===== config.mk =====
export PLATFORM = sky130hd
export DESIGN_NAME = player_health_manager
export DESIGN_NICKNAME = d
export VERILOG_FILES = /design/src/rtl/game_pkg.sv /design/src/rtl/player_health_tracker.sv /design/src/rtl/player_health_manager.sv
export SDC_FILE = /design/constraint.sdc
export NUM_CORES = 1
export LEC_CHECK = 0
export ABC_CLOCK_PERIOD_IN_PS = 6100
export BUFFER_PORTS_ARGS = -buffer_cell sky130_fd_sc_hd__buf_4
export CORE_ASPECT_RATIO = 0.5
export CORE_MARGIN = 2
export CORE_UTILIZATION = 40
export DETAILED_ROUTE_END_ITERATION = 6
export GPL_TIMING_DRIVEN = 1
export PLACE_DENSITY = 0.69
export SETUP_SLACK_MARGIN = 0.15
export SLEW_MARGIN = 10
export SYNTH_ARGS = -nofsm -noshare
export SYNTH_HDL_FRONTEND = slang
export SYNTH_HIERARCHICAL = 1
export SYNTH_SLANG_ARGS = --single-unit

===== constraint.sdc =====
create_clock -name clk -period 6.1 [get_ports clk]
set_input_delay 1.22 -clock clk [delete_from_list [all_inputs] [get_ports clk]]
set_output_delay 1.22 -clock clk [all_outputs]
set_load 0.01 [all_outputs]

===== src/rtl/game_pkg.sv =====
// game_pkg: shared round-state encodings, character/winner codes and health_data layout
//   Also used by display_character_and_health to unpack health_data.
package game_pkg;
    typedef enum logic [1:0] {IDLE = 2'd0, PLAYING = 2'd1, OVER = 2'd2} state_t;
    typedef enum logic [1:0] {CHAR_MAGE = 2'd0, CHAR_GUNMAN = 2'd1, CHAR_SWORDMAN = 2'd2, CHAR_FISTMAN = 2'd3} char_t;
    localparam logic [1:0] WIN_NONE = 2'd0;
    localparam logic [1:0] WIN_P1   = 2'd1;
    localparam logic [1:0] WIN_P2   = 2'd2;
    localparam logic [1:0] WIN_DRAW = 2'd3;
    localparam int HEALTH_W      = 4;
    localparam int CHAR_W        = 2;
    localparam int HDATA_W       = 2 * (HEALTH_W + CHAR_W);
    localparam int P2_HEALTH_LSB = 0;
    localparam int P2_CHAR_LSB   = P2_HEALTH_LSB + HEALTH_W;
    localparam int P1_HEALTH_LSB = P2_CHAR_LSB + CHAR_W;
    localparam int P1_CHAR_LSB   = P1_HEALTH_LSB + HEALTH_W;

    function automatic logic [HDATA_W-1:0] pack_health(
        input logic [CHAR_W-1:0]   c1,
        input logic [HEALTH_W-1:0] h1,
        input logic [CHAR_W-1:0]   c2,
        input logic [HEALTH_W-1:0] h2
    );
        pack_health = '0;
        pack_health[P1_CHAR_LSB +: CHAR_W]     = c1;
        pack_health[P1_HEALTH_LSB +: HEALTH_W] = h1;
        pack_health[P2_CHAR_LSB +: CHAR_W]     = c2;
        pack_health[P2_HEALTH_LSB +: HEALTH_W] = h2;
    endfunction
endpackage


===== src/rtl/player_health_tracker.sv =====
// player_health_tracker: one player's health register, saturating damage and invulnerability counter
//   clk, reset (async, active-low)
//   hit         : projectile struck this player (ignored while invulnerable)
//   opp_ult     : opponent fired an ultimate (always applied)
//   load        : reload health to MAX_HEALTH and clear the counter
//   enable      : round in progress; damage is applied only while high
//   health      : registered health
//   health_next : value health takes on the next edge (lets the top detect game over with no lag)
//   invuln      : invulnerability window active
module player_health_tracker
    import game_pkg::*;
#(
    parameter int MAX_HEALTH    = 10,
    parameter int HIT_DAMAGE    = 1,
    parameter int ULT_DAMAGE    = 3,
    parameter int INVULN_CYCLES = 50_000_000
) (
    input  logic                clk,
    input  logic                reset,
    input  logic                hit,
    input  logic                opp_ult,
    input  logic                load,
    input  logic                enable,
    output logic [HEALTH_W-1:0] health,
    output logic [HEALTH_W-1:0] health_next,
    output logic                invuln
);
    localparam int DW = HEALTH_W + 2;
    localparam int CW = $clog2(INVULN_CYCLES);

    logic [DW-1:0] dmg;
    logic [CW-1:0] count;

    assign invuln = count != '0;

    // Damage is summed wide so a hit plus an ult can never wrap before the saturating compare.
    always_comb begin
        dmg = (hit && !invuln ? DW'(HIT_DAMAGE) : DW'(0)) + (opp_ult ? DW'(ULT_DAMAGE) : DW'(0));
        health_next = load ? HEALTH_W'(MAX_HEALTH)
                    : !enable ? health
                    : ({2'b00, health} > dmg) ? health - dmg[HEALTH_W-1:0]
                    : '0;
    end

    // The counter keeps draining outside PLAYING; any damage restarts the full window.
    always_ff @(posedge clk or negedge reset) begin
        if (!reset) begin
            health <= HEALTH_W'(MAX_HEALTH);
            count  <= '0;
        end else begin
            health <= health_next;
            count  <= load ? '0
                    : (enable && dmg != '0) ? CW'(INVULN_CYCLES - 1)
                    : count - CW'(invuln);
        end
    end
endmodule


===== src/rtl/player_health_manager.sv =====
// player_health_manager: round FSM and health bookkeeping for both players
//   clk, reset (async, active-low)
//   start                       : begins a round from IDLE or OVER (ignored while PLAYING)
//   p1_char_sel, p2_char_sel    : character selects, followed in IDLE, latched on start
//   p1_hit, p2_hit              : projectile struck that player
//   p1_clear_ult, p2_clear_ult  : that player fired an ultimate, damaging the opponent
//   health_data                 : {p1_char, p1_health, p2_char, p2_health}
//   p1_invuln, p2_invuln        : invulnerability windows
//   game_over, winner           : round finished and who won (00 none, 01 P1, 10 P2, 11 draw)
module player_health_manager
    import game_pkg::*;
#(
    parameter int MAX_HEALTH    = 10,
    parameter int HIT_DAMAGE    = 1,
    parameter int ULT_DAMAGE    = 3,
    parameter int INVULN_CYCLES = 50_000_000
) (
    input  logic               clk,
    input  logic               reset,
    input  logic               start,
    input  logic [CHAR_W-1:0]  p1_char_sel,
    input  logic [CHAR_W-1:0]  p2_char_sel,
    input  logic               p1_hit,
    input  logic               p2_hit,
    input  logic               p1_clear_ult,
    input  logic               p2_clear_ult,
    output logic [HDATA_W-1:0] health_data,
    output logic               p1_invuln,
    output logic               p2_invuln,
    output logic               game_over,
    output logic [1:0]         winner
);
    state_t state, state_next;
    logic [CHAR_W-1:0] p1_char, p2_char, p1_char_next, p2_char_next;
    logic [1:0] winner_next;
    logic [HEALTH_W-1:0] p1_health, p2_health, p1_health_next, p2_health_next;
    logic load, enable;

    assign load   = start && state != PLAYING;
    assign enable = state == PLAYING;

    player_health_tracker #(
        .MAX_HEALTH(MAX_HEALTH), .HIT_DAMAGE(HIT_DAMAGE),
        .ULT_DAMAGE(ULT_DAMAGE), .INVULN_CYCLES(INVULN_CYCLES)
    ) u_p1 (
        .clk(clk), .reset(reset), .hit(p1_hit), .opp_ult(p2_clear_ult),
        .load(load), .enable(enable), .health(p1_health),
        .health_next(p1_health_next), .invuln(p1_invuln)
    );

    player_health_tracker #(
        .MAX_HEALTH(MAX_HEALTH), .HIT_DAMAGE(HIT_DAMAGE),
        .ULT_DAMAGE(ULT_DAMAGE), .INVULN_CYCLES(INVULN_CYCLES)
    ) u_p2 (
        .clk(clk), .reset(reset), .hit(p2_hit), .opp_ult(p1_clear_ult),
        .load(load), .enable(enable), .health(p2_health),
        .health_next(p2_health_next), .invuln(p2_invuln)
    );

    always_ff @(posedge clk or negedge reset) begin
        if (!reset) begin
            state   <= IDLE;
            p1_char <= CHAR_MAGE;
            p2_char <= CHAR_MAGE;
            winner  <= WIN_NONE;
        end else begin
            state   <= state_next;
            p1_char <= p1_char_next;
            p2_char <= p2_char_next;
            winner  <= winner_next;
        end
    end

    // Game over is decided from next-cycle healths so it lands on the same edge as the killing blow.
    always_comb begin
        state_next   = state;
        winner_next  = winner;
        p1_char_next = (load || state == IDLE) ? p1_char_sel : p1_char;
        p2_char_next = (load || state == IDLE) ? p2_char_sel : p2_char;
        if (load) begin
            state_next  = PLAYING;
            winner_next = WIN_NONE;
        end else if (enable && (p1_health_next == '0 || p2_health_next == '0)) begin
            state_next  = OVER;
            winner_next = (p1_health_next == '0) ? ((p2_health_next == '0) ? WIN_DRAW : WIN_P2) : WIN_P1;
        end
    end

    assign game_over   = state == OVER;
    assign health_data = pack_health(p1_char, p1_health, p2_char, p2_health);
endmodule


## After elaboration in Yosys (flattened, before gate mapping)

Cells that the tools add are included.

- Register bits after elaboration: 68
- Latch bits: 0
- Memory bits (writable): 0
- Bits in read-only memories: 0
- Bits of input ports: 11
- Output and inout port bits: 17
- Logic and storage cells: 57
- Memories kept: 0

- Add/subtract/negate cells: 6
- Multipliers: 0
- Div/mod/pow operators: 0
- Magnitude comparators: 2
- Equality and inequality tests: 3
- Shift operators: 0
- Multiplexer cells: 20
- Bitwise logic cells: 0
- Reduce and logical (&&, ||, !) cells: 18

Operator list:

| cell | count |
|---|---|
| 26-bit two-way mux | 4 |
| 26-bit nonzero test | 2 |
| 26-bit by 1-bit subtractor with 26-bit output | 2 |
| 4-bit two-way mux | 6 |
| 2-bit two-way mux | 7 |
| 6-bit adder | 2 |
| 4-bit by 6-bit greater-than comparator with 1-bit output | 2 |
| 6-bit nonzero test | 2 |
| 4-bit logical NOT | 2 |
| 4-bit subtractor | 2 |
| 1-bit logical AND | 6 |
| 1-bit two-way mux | 3 |
| 2-bit by 1-bit == test with 1-bit output, second input constant | 1 |
| 2-bit == test, second input constant | 1 |
| 1-bit logical NOT | 2 |
| 2-bit logical NOT | 1 |
| 1-bit logical OR | 2 |
| 2-bit by 1-bit inequality test with 1-bit output, second input constant | 1 |
| 2-bit nonzero test | 1 |

## Longest topological paths before layout

- Depth after elaboration: 14
- Gate-level depth with buffers: 15
- Depth with buffers taken out: 15

## Modules after synthesis

Netlist, hierarchy kept.

By module, submodules not included:

| module | instances | cells each | area an instance (um^2) | seq. area each (um^2) |
|---|---|---|---|---|
| player_health_tracker | 2 | 177 | 1731.7 | 753.2 |
| player_health_manager | 1 | 28 | 366.6 | 200.2 |

## Least setup slack after synthesis

OpenSTA, ideal clock, no wires.

- Kind: reg-to-reg
- Start point: register u_p2.count[16]
- End point: register winner[1]
- Setup time: 0.121 ns
- Arrival time: 3.653 ns
- Required time: 5.979 ns
- Setup slack: 2.326 ns
- Stages on the path, launching flop included: 15
- Buffers on the path: 0
- Period minus slack after synthesis: 3.774 ns
- Cell sequence: dfrtp_1 -> or4_4 -> nor3_1 -> and3_1 -> nand2_1 -> ha_1 -> ha_1 -> inv_1 -> fa_1 -> a21oi_1 -> o21bai_1 -> a311o_1 -> nor4_1 -> mux2i_1 -> a22o_2

- Word-level cells in the longest chain between the ends: 13
- Elaborated cells on any way between the ends: 14
- Those cells by class: 2 x add/sub; 1 x order compare; 4 x mux; 7 x reduce/logical

Ends and longest elaborated chain:

| item | RTL line | source |
|---|---|---|
| from (decl) | player_health_tracker.sv:32 | `logic [CW-1:0] count;` |
| from (signal assigned) | player_health_tracker.sv:52 | `count <= load ? '0` |
| 26-bit nonzero test * | player_health_tracker.sv:34 | `assign invuln = count != '0;` |
| 1-bit logical NOT * | player_health_tracker.sv:38 | `dmg = (hit && !invuln ? DW'(HIT_DAMAGE) : DW'(0)) + (opp_ult ? DW'(ULT_DAMAGE) : DW'(0));` |
| 1-bit logical AND * | player_health_tracker.sv:38 |  |
| 1-bit two-way mux * | player_health_tracker.sv:38 |  |
| 6-bit adder * | player_health_tracker.sv:38 |  |
| 4-bit by 6-bit greater-than comparator with 1-bit output / 4-bit subtractor (equally long branches) | player_health_tracker.sv:41 | `: ({2'b00, health} > dmg) ? health - dmg[HEALTH_W-1:0]` |
| 4-bit two-way mux * | player_health_tracker.sv:41 |  |
| 4-bit two-way mux * | player_health_tracker.sv:40 | `: !enable ? health` |
| 4-bit two-way mux * | player_health_tracker.sv:39 | `health_next = load ? HEALTH_W'(MAX_HEALTH)` |
| net p2_health_next[1] | player_health_manager.sv:36 | `logic [HEALTH_W-1:0] p1_health, p2_health, p1_health_next, p2_health_next;` |
| 4-bit logical NOT * | player_health_manager.sv:83 | `end else if (enable && (p1_health_next == '0 \|\| p2_health_next == '0)) begin` |
| 1-bit logical OR * | player_health_manager.sv:83 |  |
| 1-bit logical AND * | player_health_manager.sv:83 |  |
| 2-bit nonzero test (no line) * | n/a |  |
| to (signal assigned) | player_health_manager.sv:70 | `winner <= winner_next;` |
| to (decl) | player_health_manager.sv:31 | `output logic [1:0] winner` |

The timed path passes the listed nets; every way through them passes the cells marked *.
A chain may end at the register's enable or synchronous reset.

## Worst setup path in the final report

- Start point: register u_p1.count[16]
- End point: register winner[0]

- Word-level cells in the longest chain between the ends: 13
- Elaborated cells on any way between the ends: 17
- Those cells by class: 2 x add/sub; 1 x order compare; 7 x mux; 7 x reduce/logical

Ends and longest elaborated chain:

| item | RTL line |
|---|---|
| from (decl) | player_health_tracker.sv:32 |
| from (signal assigned) | player_health_tracker.sv:52 |
| 26-bit nonzero test * | player_health_tracker.sv:34 |
| 1-bit logical NOT * | player_health_tracker.sv:38 |
| 1-bit logical AND * | player_health_tracker.sv:38 |
| 1-bit two-way mux * | player_health_tracker.sv:38 |
| 6-bit adder * | player_health_tracker.sv:38 |
| 4-bit by 6-bit greater-than comparator with 1-bit output / 4-bit subtractor (equally long branches) | player_health_tracker.sv:41 |
| 4-bit two-way mux * | player_health_tracker.sv:41 |
| 4-bit two-way mux * | player_health_tracker.sv:40 |
| 4-bit two-way mux * | player_health_tracker.sv:39 |
| net p1_health_next[1] | player_health_manager.sv:36 |
| 4-bit logical NOT * | player_health_manager.sv:83, player_health_manager.sv:85 |
| 2-bit two-way mux / 1-bit logical OR (equally long branches) | player_health_manager.sv:85, player_health_manager.sv:83 |
| 2-bit two-way mux / 1-bit logical AND (equally long branches) | player_health_manager.sv:83 |
| 2-bit two-way mux / 2-bit nonzero test (equally long branches) | n/a |

The timed path passes the listed nets; every way through them passes the cells marked *. The select of a mux whose other input is x is not followed.

==> results.json <==
{
  "grt.busiest_layer": "met2",
  "max_stage_delay_ns": 0.59,
  "avgViaCountPerCell": 5.63,
  "wl_per_cell_um": 14.7,
  "crit_chain": "or4_4, nor3_1, and3_1, nand2_1, ha_1, ha_1, inv_1, fa_1, a21oi_1, o21bai_1, a311o_1, nor4_1, mux2i_1, a22o_2",
  "synth-edff-count": 0,
  "drive_above_1_share_pct": 19.4,
  "use_met1_pct": 20.8,
  "seq_area_sq_mm": 0.00171,
  "path_class": "register to register",
  "io_buffers": 27,
  "ant_nets": 0,
  "power_leakage_nw": 1.76,
  "placed_area_sq_mm": 0.00413,
  "synth.distinct_cells": 48,
  "initial_core_util_pct": 40.8,
  "multi_input_area_sq_mm": 0.00198,
  "min_from": "p1_char[0]$_DFFE_PN0P_",
  "cts_sinks": 68,
  "status": "complete, no violations",
  "vias": 2978,
  "cts.repair.resized": 0,
  "worst_path_max_delay_cell": "or4_4",
  "ctsHoldBuffers": 0,
  "grt_pass1_vias": 2763,
  "crit_path_end_kind": "register",
  "first_pass_iters": 4,
  "gp_congestion": 0.774,
  "num_rows": 25,
  "critPathLaunch": "u_p1/count[16]$_DFF_PN0_",
  "ir_drop_mv": 0.233,
  "hold_viol_final": 0,
  "fmax_ghz": 0.236,
  "cts.clk_slew.worst_paths_ns": 0.06,
  "crit_required_ns": 6.33,
  "postSynthAreaPerCell_sq_um": 10.0,
  "grt_overflow": 0,
  "r2r_slack_ns": 1.86,
  "tritoncts": "done",
  "yosysTopAreaCell": "dfrtp_1",
  "fin_crit_ns": 4.24,
  "report.final.slew_viol_count": 0,
  "die_y_um": 73.2,
  "startpoint_type": "register",
  "async_flop_share_pct": 100,
  "synth.area.top_cells": "dfrtp_1 42%, ha_1 5.2%, or4_1 4.7%",
  "critical_path_arrival_ns": 4.47,
  "htree_levels": 3,
  "hp-class": "register to register",
  "postCtsSetupBuffers": 0,
  "syn_nets": 411,
  "synth_top_area_share_pct": 41.8,
  "drc_errors": 0,
  "fin_crit_sh_pct": 69.5,
  "cpMostUsedCell": "ha_1",
  "ys_seq_area_share_pct": 44.6,
  "grt_pass1_wl_um": 13000,
  "dieArea_sq_mm": 0.0104,
  "setup_viol": 0,
  "syn2layout_area_growth_pct": 17.0,
  "dp_hpwl_um": 4990,
  "critPathMaxFanout": 7,
  "gr-usage-met3_pct": 5.25,
  "nets": 432,
  "powerDensity_mw_per_mm2": 511,
  "pin_count": 28,
  "met2_usage_pct": 25.7,
  "cts_root_buf": "clkbuf_16",
  "clock_path_buffers": 2,
  "grtUsageTotal_pct": 16.1,
  "maxCapViolations": 0,
  "yosysWarnings": 6,
  "fp.coreArea_sq_mm": 0.00938,
  "synthFlopType": "dfrtp_1",
  "r2r_start": "u_p1/count[16]$_DFF_PN0_",
  "drt_iter0_markers": 249,
  "synthCells": 382,
  "cts_made_buffers": 9,
  "wl_um": 7760,
  "synth_area_sq_mm": 0.00383,
  "grt_max_degree": 69,
  "ys_ff_latch": 68,
  "tns_ns": 0,
  "clk_latency_ns": 0.34,
  "antenna_found_initial": 0,
  "rsz0062_at_grt": "no",
  "final_area_sq_mm": 0.00448,
  "fin_worst_skew_ns": 0.00643,
  "relSlewSlack_pct": 43.0,
  "fillers": 852,
  "tightest_slew_ns": 0.855,
  "die_w_um": 142,
  "num_antenna_cells": 0
}
[cells by family (layout without fill, tap and decap cells)]
logic type	after synthesis	after routing	synth area share, %
muxes	6	6	1.70
AOI/OAI and AO/OA	96	96	16.1
and+or+nand+nor	133	133	22.3
DFF	68	68	44.6
adders and majority gates	18	18	6.27
xor gates and xnor gates	22	22	5.03
buffers and inverters	39	65	4.02
[cell usage after synthesis (4+ instances only)]
library cell and number:
xnor2_1 16, or2_2 6, or4_1 24, xor2_1 6, dfstp_2 4, nor3_1 12
mux2_2 4, nor4_1 8, or3_1 4, inv_1 20, ha_1 16, a21oi_1 34
o21ai_0 10, a311o_1 4, nor2b_1 6, o31ai_1 18, or4_2 4, nand2b_1 8
dfrtp_1 64, nand2_1 8, clkbuf_1 16, or3_2 4, nand4_1 4, a31oi_1 18
and3_1 4, o41ai_1 4, nor2_1 16, nand3_1 4
[power breakdown]
part,total (mW),internal [mW],switching [mW]
clock,0.610,0.421,0.189
sequential,0.822,0.646,0.176
combinational,0.858,0.401,0.458
total,2.29,1.47,0.823
[state kept, by name, indices dropped and copies added (netlist names)]
| name | count |
|---|---|
| winner | 2 |
| state | 2 |
| p2_char | 2 |
| u_p2/health | 4 |
| u_p1/count | 26 |
| u_p2/count | 26 |
| p1_char | 2 |
| u_p1/health | 4 |
[metal layers]
layer | vias to the layer above | wire, um
li1 | 1486 | -
met1 | 1447 | 3770
met2 | 35 | 3620
met3 | 10 | 257
met4 | 0 | 108
met5 | - | 0
[cells in the final DEF (no fill, tap or decap), types with 6 or more instances in the layout]
master	n
nand2b_1	8
or2_2	6
or4_1	24
clkbuf_16	9
a21oi_1	34
buf_4	29
o21ai_0	10
inv_1	20
ha_1	16
nor4_1	8
a31oi_1	18
o31ai_1	18
xor2_1	6
nor3_1	12
xnor2_1	16
nand2_1	8
nor2b_1	6
dfrtp_1	64
nor2_1	15
[area by class of cell]
cell class,instances,share of cell area [%]
inverters,20,1.68
clock buffers,12,5.73
flip-flops and latches,68,38.1
repair buffers,29,4.86
well taps,121,3.38
multi-input cells,275,44.1
clock inverters,4,2.12
[through the flow]
| stage | setup slack, ns | instances | util [%] | hold WS [ns] | total power [mW] |
|---|---|---|---|---|---|
| floorplan | 2.33 | 382 | - | 0.478 | 1.44 |
| global placement | 1.94 | 513 | 44.0 | 0.493 | 1.66 |
| detailed placement | 1.88 | 513 | 44.0 | 0.491 | 1.68 |
| CTS | 1.86 | 529 | 47.7 | 0.510 | 2.30 |
| global route | 1.50 | 529 | 47.7 | 0.521 | 2.46 |
| finish | 1.86 | 529 | 47.7 | 0.505 | 2.29 |
[path summary, 6_finish.rpt]
path | end | cells after the start
min in group asynchronous | p1_char[0]$_DFFE_PN0P_ | 1
hold reg to reg | p1_char[0]$_DFFE_PN0P_ | 1
setup / recovery | winner[0]$_DFFE_PN0P_ | 14
max in group asynchronous | u_p1/count[19]$_DFF_PN0_ | 1
hold / removal | p1_char[0]$_DFFE_PN0P_ | 1
setup reg to reg | winner[0]$_DFFE_PN0P_ | 14
[worst max-delay path, delay by kind of cell (launching register included)]
family	cells	cell delay [ns]
and+or+nand+nor	5	1.69
adders and majority gates	3	0.85
buffers and inverters	1	0.05
AOI/OAI and AO/OA	4	0.97
muxes	1	0.14
DFF	1	0.42
No activity file was read; power rests on OpenSTA's default activity.
